<file path="src/rtl/mem_if_pkg.sv">
// Shared types for the PicoRV32-style native memory bus and its arbiter.
package mem_if_pkg;

  localparam int unsigned ADDR_W = 32;
  localparam int unsigned DATA_W = 32;

  // One request as presented on the bus; wstrb == 0 means read.
  typedef struct packed {
    logic                instr;
    logic [ADDR_W-1:0]   addr;
    logic [DATA_W-1:0]   wdata;
    logic [DATA_W/8-1:0] wstrb;
  } mem_req_t;

  typedef enum logic [1:0] {IDLE, BUSY, DONE} arb_state_t;

  // Index width for n items; never narrower than one bit.
  function automatic int unsigned idx_width(input int unsigned n);
    return (n > 1) ? $clog2(n) : 1;
  endfunction

endpackage

</file>
<file path="src/rtl/mem_arb_select.sv">
// Combinational winner select for mem_arbiter.
// MEM_ARB_ROUND_ROBIN_EN: search starts at (i_last + 1) mod N and wraps;
// otherwise the lowest requesting index wins.
module mem_arb_select #(
  parameter int unsigned  N  = 2,
  localparam int unsigned IW = mem_if_pkg::idx_width(N)
) (
  input  logic [N-1:0]  i_req,
  input  logic [IW-1:0] i_last,
  output logic [N-1:0]  o_gnt,
  output logic [IW-1:0] o_idx
);

  logic [IW-1:0] w_cand;
  logic          w_found;

`ifndef MEM_ARB_ROUND_ROBIN_EN
  // Pointer only matters for round-robin.
  logic w_unused_last;
  assign w_unused_last = ^i_last;
`endif

  // Pick the first requester in search order.
  always_comb begin
    o_gnt   = '0;
    o_idx   = '0;
    w_cand  = '0;
    w_found = 1'b0;
`ifdef MEM_ARB_ROUND_ROBIN_EN
    for (int unsigned k = 1; k <= N; k++) begin
      w_cand = IW'((32'(i_last) + k) % N);
      if (!w_found && i_req[w_cand]) begin
        w_found       = 1'b1;
        o_gnt[w_cand] = 1'b1;
        o_idx         = w_cand;
      end
    end
`else
    for (int unsigned k = 0; k < N; k++) begin
      w_cand = IW'(k);
      if (!w_found && i_req[w_cand]) begin
        w_found       = 1'b1;
        o_gnt[w_cand] = 1'b1;
        o_idx         = w_cand;
      end
    end
`endif
  end

endmodule

</file>
<file path="src/rtl/mem_arbiter.sv">
// N-master to 1-slave arbiter for the PicoRV32 native memory interface with a
// bus-timeout guard. Define MEM_ARB_ROUND_ROBIN_EN for round-robin arbitration.
module mem_arbiter #(
  parameter int unsigned       N_MASTERS      = 2,
  parameter int unsigned       ADDR_W         = mem_if_pkg::ADDR_W,
  parameter int unsigned       DATA_W         = mem_if_pkg::DATA_W,
  parameter int unsigned       TIMEOUT_CYCLES = 1024,
  parameter logic [DATA_W-1:0] TIMEOUT_RDATA  = DATA_W'(32'hDEAD_BEEF),
  localparam int unsigned      STRB_W         = DATA_W / 8,
  localparam int unsigned      GNT_W          = mem_if_pkg::idx_width(N_MASTERS)
) (
  input  logic                             clk,
  input  logic                             reset_n,
  input  logic [N_MASTERS-1:0]             m_valid,
  input  logic [N_MASTERS-1:0]             m_instr,
  input  logic [N_MASTERS-1:0][ADDR_W-1:0] m_addr,
  input  logic [N_MASTERS-1:0][DATA_W-1:0] m_wdata,
  input  logic [N_MASTERS-1:0][STRB_W-1:0] m_wstrb,
  output logic [N_MASTERS-1:0]             m_ready,
  output logic [DATA_W-1:0]                m_rdata,
  output logic                             s_valid,
  output logic                             s_instr,
  output logic [ADDR_W-1:0]                s_addr,
  output logic [DATA_W-1:0]                s_wdata,
  output logic [STRB_W-1:0]                s_wstrb,
  input  logic                             s_ready,
  input  logic [DATA_W-1:0]                s_rdata,
  output logic                             timeout_err,
  output logic [GNT_W-1:0]                 grant_id
);

  import mem_if_pkg::*;

  localparam int unsigned CNT_W = (TIMEOUT_CYCLES > 0) ? $clog2(TIMEOUT_CYCLES + 1) : 1;

  arb_state_t           r_state, w_state_d;
  logic                 r_s_valid, r_s_instr;
  logic [ADDR_W-1:0]    r_s_addr;
  logic [DATA_W-1:0]    r_s_wdata;
  logic [STRB_W-1:0]    r_s_wstrb;
  logic [N_MASTERS-1:0] r_m_ready;
  logic [DATA_W-1:0]    r_m_rdata;
  logic                 r_timeout_err;
  logic [GNT_W-1:0]     r_grant, r_last;
  logic [CNT_W-1:0]     r_cnt;

  logic [N_MASTERS-1:0] w_gnt;
  logic [GNT_W-1:0]     w_gnt_idx;
  logic                 w_accept, w_finish, w_timeout, w_cnt_hit;

  mem_arb_select #(
    .N (N_MASTERS)
  ) u_select (
    .i_req  (m_valid),
    .i_last (r_last),
    .o_gnt  (w_gnt),
    .o_idx  (w_gnt_idx)
  );

  assign w_cnt_hit = (TIMEOUT_CYCLES != 0) && (r_cnt == CNT_W'(TIMEOUT_CYCLES));

  // State register.
  always_ff @(posedge clk or negedge reset_n) begin
    if (!reset_n) r_state <= IDLE;
    else          r_state <= w_state_d;
  end

  // Next state plus transition strobes; s_ready beats a same-cycle timeout.
  always_comb begin
    w_state_d = r_state;
    w_accept  = 1'b0;
    w_finish  = 1'b0;
    w_timeout = 1'b0;
    unique case (r_state)
      IDLE: begin
        if (|w_gnt) begin
          w_accept  = 1'b1;
          w_state_d = BUSY;
        end
      end
      BUSY: begin
        if (s_ready || w_cnt_hit) begin
          w_finish  = 1'b1;
          w_timeout = !s_ready;
          w_state_d = DONE;
        end
      end
      DONE:    w_state_d = IDLE;
      default: w_state_d = IDLE;
    endcase
  end

  // Datapath: latch the winner, hold it through BUSY, register the response.
  always_ff @(posedge clk or negedge reset_n) begin
    if (!reset_n) begin
      r_s_valid     <= 1'b0;
      r_s_instr     <= 1'b0;
      r_s_addr      <= '0;
      r_s_wdata     <= '0;
      r_s_wstrb     <= '0;
      r_m_ready     <= '0;
      r_m_rdata     <= '0;
      r_timeout_err <= 1'b0;
      r_grant       <= '0;
      r_last        <= GNT_W'(N_MASTERS - 1);
      r_cnt         <= '0;
    end else begin
      r_m_ready     <= '0;
      r_timeout_err <= 1'b0;
      if (w_accept) begin
        r_s_valid <= 1'b1;
        r_s_instr <= m_instr[w_gnt_idx];
        r_s_addr  <= m_addr[w_gnt_idx];
        r_s_wdata <= m_wdata[w_gnt_idx];
        r_s_wstrb <= m_wstrb[w_gnt_idx];
        r_grant   <= w_gnt_idx;
      end
      if (r_state == BUSY) begin
        r_cnt <= r_cnt + CNT_W'(1);
      end else begin
        r_cnt <= '0;
      end
      if (w_finish) begin
        r_s_valid     <= 1'b0;
        r_m_rdata     <= w_timeout ? TIMEOUT_RDATA : s_rdata;
        r_timeout_err <= w_timeout;
        r_m_ready     <= N_MASTERS'(1) << r_grant;
        r_last        <= r_grant;
      end
    end
  end

  assign s_valid     = r_s_valid;
  assign s_instr     = r_s_instr;
  assign s_addr      = r_s_addr;
  assign s_wdata     = r_s_wdata;
  assign s_wstrb     = r_s_wstrb;
  assign m_ready     = r_m_ready;
  assign m_rdata     = r_m_rdata;
  assign timeout_err = r_timeout_err;
  assign grant_id    = r_grant;

endmodule
</file>
<file path="config.mk">
export PLATFORM = sky130hd
export DESIGN_NAME = mem_arbiter
export DESIGN_NICKNAME = d
export VERILOG_FILES = /design/src/rtl/mem_if_pkg.sv /design/src/rtl/mem_arb_select.sv /design/src/rtl/mem_arbiter.sv
export SDC_FILE = /design/constraint.sdc
export NUM_CORES = 1
export LEC_CHECK = 0
export ABC_AREA = 0
export BUFFER_PORTS_ARGS = -buffer_cell sky130_fd_sc_hd__buf_2
export CAP_MARGIN = 30
export CORE_ASPECT_RATIO = 0.75
export CORE_MARGIN = 8
export CORE_UTILIZATION = 41
export DETAILED_ROUTE_END_ITERATION = 12
export GPL_TIMING_DRIVEN = 0
export HOLD_SLACK_MARGIN = 0.15
export PLACE_DENSITY = 0.86
export SYNTH_ARGS = -nofsm -noshare
export SYNTH_HDL_FRONTEND = slang
export SYNTH_SLANG_ARGS = --single-unit
</file>
<file path="constraint.sdc">
create_clock -name clk -period 1.8 [get_ports clk]
set_clock_uncertainty 0.1 [all_clocks]
set_input_delay 0.45 -clock clk [delete_from_list [all_inputs] [get_ports clk]]
set_output_delay 0.45 -clock clk [all_outputs]
set_load 0.1 [all_outputs]
</file>
# After elaboration in Yosys (flattened, before gate mapping)
# Cells that the tools add are included.
[classes]
n_addsub = 1
order_cmp = 1
n_eq_ne = 4
n_shift = 1
mux = 25
n_reduce_logical = 8
[ops]
columns = ["operator", "n"]
rows = [
  ["$mux 32", 5],
  ["$mux 1", 13],
  ["$add 11x1->11 const B", 1],
  ["$eq 11x11->1 const B", 1],
  ["$mux 11", 1],
  ["$mux 4", 2],
  ["$mux 2", 3],
  ["$ne 2x2->1 const B", 2],
  ["$pmux 2 s2", 1],
  ["$eq 2x1->1 const B", 1],
  ["$logic_not 1->1", 2],
  ["$logic_not 2->1", 1],
  ["$lt 1x2->1 const B", 1],
  ["$reduce_and 2->1", 1],
  ["$reduce_bool 2->1", 1],
  ["$reduce_or 2->1", 1],
  ["$shl 1x1->2 const A", 1],
  ["$logic_and 1x1->1", 1],
  ["$logic_or 1x1->1", 1],
]
[word_totals]
register_bits = 119
input_bits = 175
output_inout_bits = 106

# Logic depth before layout (Yosys ltp)
[depth]
depth_word = 9
mapped_depth = 7

# Modules after synthesis
# A second synthesis with hierarchy kept.
[hier_totals]
cells_unflattened = 442
area_unflattened_um2 = 5621.6
[by_module_without_submodules]
columns = ["mod", "n_inst", "cells_per_inst", "area_each_um2", "seq_area_each_um2"]
rows = [
  ["mem_arbiter", 1, 439, 5592.9, 3004.1],
  ["mem_arb_select", 1, 3, 28.8, 0.0],
]

# Worst setup path after synthesis
# No wires, ideal clock.
[synth_timing]
kind = "input to register"
start = "input m_valid[1]"
end = "register r_s_addr[0], in the netlist s_addr[0]"
setup_ns = 0.125
t_arrival_ns = 1.771
t_required_ns = 1.575
slack_ns = -0.197
cell_stages = 6
n_path_buf = 3
path_cell_list = "nor2b_1 clkbuf_1 buf_2 buf_2 mux2_2 mux2_2"
[synth_via]
elab_chain_len = 5
[synth_lines]
columns = ["element", "line_no", "rtl"]
rows = [
  ["from (decl)", "mem_arbiter.sv:14", "input logic [N_MASTERS-1:0] m_valid,"],
  ["$logic_and 1x1->1 (*)", "mem_arb_select.sv:41", "if (!w_found && i_req[w_cand]) begin"],
  ["$mux 1 (*)", "mem_arb_select.sv:41", ""],
  ["$reduce_or 2->1", "mem_arbiter.sv:76", "if (|w_gnt) begin"],
  ["$mux 1", "mem_arbiter.sv:76", ""],
  ["$mux 1", "mem_arbiter.sv:74", "unique case (r_state)"],
  ["to (signal assigned)", "mem_arbiter.sv:113", "r_s_addr <= m_addr[w_gnt_idx];"],
  ["to (decl)", "mem_arbiter.sv:38", "logic [ADDR_W-1:0] r_s_addr;"],
]
# Every way passes the cells marked *; elsewhere a longest branch is shown, timed or not. The select of a mux whose other input is x is not followed.
# A chain may end at the register's enable or synchronous reset.

# Worst setup path after layout
[layout_timing]
start = "register r_cnt[7]"
end = "register r_m_rdata[29], in the netlist m_rdata[29]"
[layout_via]
elab_chain_len = 5
[layout_lines]
columns = ["element", "line_no", "rtl"]
rows = [
  ["from (decl)", "mem_arbiter.sv:45", "logic [CNT_W-1:0] r_cnt;"],
  ["from (signal assigned)", "mem_arbiter.sv:119", "r_cnt <= r_cnt + CNT_W'(1);"],
  ["$eq 11x11->1 (*)", "mem_arbiter.sv:60", "assign w_cnt_hit = (TIMEOUT_CYCLES != 0) && (r_cnt == CNT_W'(TIMEOUT_CYCLES));"],
  ["$logic_or 1x1->1 (*)", "mem_arbiter.sv:82", "if (s_ready || w_cnt_hit) begin"],
  ["$mux 1", "mem_arbiter.sv:82", ""],
  ["$mux 1", "mem_arbiter.sv:74", ""],
  ["$mux 32", "mem_arbiter.sv:125", "r_m_rdata <= w_timeout ? TIMEOUT_RDATA : s_rdata;"],
  ["to (signal assigned)", "mem_arbiter.sv:125", ""],
  ["to (decl)", "mem_arbiter.sv:42", "logic [DATA_W-1:0] r_m_rdata;"],
]
# Every way passes the cells marked *; elsewhere a longest branch is shown, timed or not.

==> impl_metrics.ini <==
[route]
drt_wl_total_mm = 17.1
dr.first_iter.drc_count = 223
dr.pass1.iters = 4
vias = 4783
ant_nets = 0
drcViolationCount = 0
wl_per_cell_um = 18.4
vias_per_cell = 5.13

[timing]
finalCriticalPeriod_ns = 1.92
fin_crit_sh = 1.07
final_max_slew_viol_count = 0
setup_ws_ns = -0.121
worst_pin_slew_ns = 0.520
final_hold_viol_count = 0
setup_viol = 29
slew_headroom = 0.653
timing.fmax_ghz = 0.521
rsz0062_at_grt = yes

[yosys]
yosysWarnings = 0
async_flop_share = 1.00
ys.flop_type = dfrtp_1
syn_area_per_cell_um2 = 12.7
synth_nets = 615
ys_types = 35
netlist_instances = 438
syn_area_um2 = 5550
synth_edf_count = 0
ys_seq_elements = 119
synth_seq_area_share = 0.537

[hold_path]
hold_depth = 3
hp-start = s_rdata[2]
hp-class = input pin to flop

[worst_setup_path]
cp_slowest_cell = or4_4
startpoint_type = flop
max_stage_delay_ns = 0.56
cp-endpoint = m_rdata[29]
r2r_cells = 4
r2r_end = m_rdata[29]
crit_path_max_fanout = 5
ff2ff_setup_slack_ns = -0.12
arrival_ns = 2.11
end_kind = flop
cp.required_ns = 1.99
r2r-start = r_cnt[7]
criticalPathCategory = flop to flop
crit_chain = or4_4 -> or3_4 -> buf_6 -> a31o_1
critPathLaunch = r_cnt[7]

[clock_tree]
root_buffer = clkbuf_16
cts_buffers = 17
cts-htree-levels = 4
cts_sinks = 119
clk_pin_slew_ns = 0.06
clock_path_buffers = 2
cts_tree = built
clk_latency_ns = 0.40

[die]
die_y_um = 117
num_io_pins = 281
initial_utilization = 0.423
die-area_um2 = 17600
die_w_um = 150
core_region_area_um2 = 13100
row_count = 36

[grt]
gr-total-overflow = 0
grt_max_degree = 66
top_usage_layer = met2
grt_use_total = 0.189
met3_usage = 0.0639
first_global_vias = 5131
antenna_found_initial = 1
gr-usage-met1 = 0.215
gr-usage-met2 = 0.331
grt_pass1_wl_mm = 25.9

[final_layout]
multi_input_area_um2 = 2520
syn_to_final_growth_pct = 46.2
stdcell_area_um2 = 8110
fillers = 1052
layout.nets = 924
seqCellArea_um2 = 2980
layout-drive-gt1-share = 0.668

[placed_design]
place_hpwl_mm = 12.8
place_area_um2 = 7220
gp_congestion = 0.816
portBuffers = 279

[run]
cap_violations = 0

[outcome]
violations = negative setup slack
status = finished, violations left
-- how the worst min path moves through the flow --
stage	end	slack, ns
6_report	m_rdata[2]	0.21
5_1_grt	m_rdata[12]	0.21
4_1_cts	m_rdata[2]	0.20
3_5_place_dp	s_wdata[8]	0.34
3_3_place_gp	s_valid	0.37
2_1_floorplan	grant_id	0.05
-- per-stage QoR --
step                      std cells  setup WS, ns  setup TNS (ns)   util  hold WS (ns)
after floorplan                 438        -0.110          -0.855      -        0.0544
after global placement          888         -1.29         -180.49  0.548         0.373
after detailed placement        889        -0.428          -29.19  0.551         0.339
after CTS                       926        -0.148           -2.91  0.602         0.195
after global routing            932        -0.150           -2.81  0.619         0.206
final                           932        -0.121           -1.65  0.619         0.211
-- flip-flops by register name (all words and copies together) (netlist names) --
| signal | count |
|---|---|
| m_rdata | 32 |
| s_addr | 32 |
| s_wdata | 32 |
| r_cnt | 11 |
| s_wstrb | 4 |
| m_ready | 2 |
| r_state | 2 |
| grant_id | 1 |
| s_instr | 1 |
| s_valid | 1 |
| timeout_err | 1 |
-- worst max-delay path, delay by kind of cell (launching register included) --
kind / cells / cell delay [ns]
compound gates: 1 / 0.21
buf+inv: 1 / 0.15
flops: 1 / 0.39
simple gates: 2 / 0.95
-- Yosys cell counts, types with 4 or more instances --
| master | instances | share of area |
|---|---|---|
| mux2_2 | 138 | 0.28 |
| or4_1 | 4 | 0.0054 |
| a31o_2 | 4 | 0.0063 |
| o22ai_1 | 24 | 0.027 |
| buf_2 | 5 | 0.0045 |
| a22o_1 | 8 | 0.013 |
| inv_1 | 4 | 0.0027 |
| nand3_1 | 4 | 0.0036 |
| dfrtp_1 | 119 | 0.54 |
| a21oi_1 | 31 | 0.028 |
| buf_1 | 5 | 0.0034 |
| nor2_1 | 31 | 0.021 |
| a31o_1 | 5 | 0.0079 |
| clkbuf_1 | 19 | 0.013 |
-- area by class of cell --
class	count	share of cell area
Sequential cell	119	0.367
Multi-Input combinational cell	284	0.311
Timing Repair Buffer	291	0.199
Clock buffer	18	0.0541
Tap cell	171	0.0264
Buffer	29	0.0221
Clock inverter	14	0.0176
Inverter	5	0.00231
Antenna cell	1	0.000308
-- per-layer routing --
layer,share of wire,routed length [um],vias to the layer above
li1,-,-,2234
met1,0.38,6440,2330
met2,0.52,8860,205
met3,0.095,1620,14
met4,0.012,208,0
met5,0,0,-
-- kinds of logic after synthesis --
kind of cell,after synthesis,share of synthesized area
compound gates,82,0.0949
simple gates,58,0.0510
fa+ha+maj,2,0.00451
buf+inv,36,0.0282
xor+xnor,3,0.00474
mux,138,0.280
flops,119,0.537
-- cells in the final DEF (no fill, tap or decap), types with 4 or more instances in the layout --
master	instances
nand3_1	4
a21oi_1	14
a22o_1	8
clkbuf_2	5
dfrtp_1	119
inv_1	4
a31o_1	5
mux2_2	138
clkinv_4	4
buf_6	4
o22ai_1	24
a31o_2	4
clkbuf_16	18
buf_4	13
buf_2	251
clkbuf_1	8
a21oi_2	16
nor2_1	30
clkbuf_4	34
-- timing repair --
action | 4_1_cts | 5_1_grt
hold buffers | 2 | 0
setup endpoints to repair | 110 | 138
pin swaps | 1 | 2
gates resized for setup | 15 | 64
endpoints found under the hold margin | 55 | 0
gates cloned | 1 | 2
buffers inserted | 3 | 4
Power is left out: the tool's default activity adds up to more than one toggle a clock period on the data nets, which glitch-free logic cannot reach.
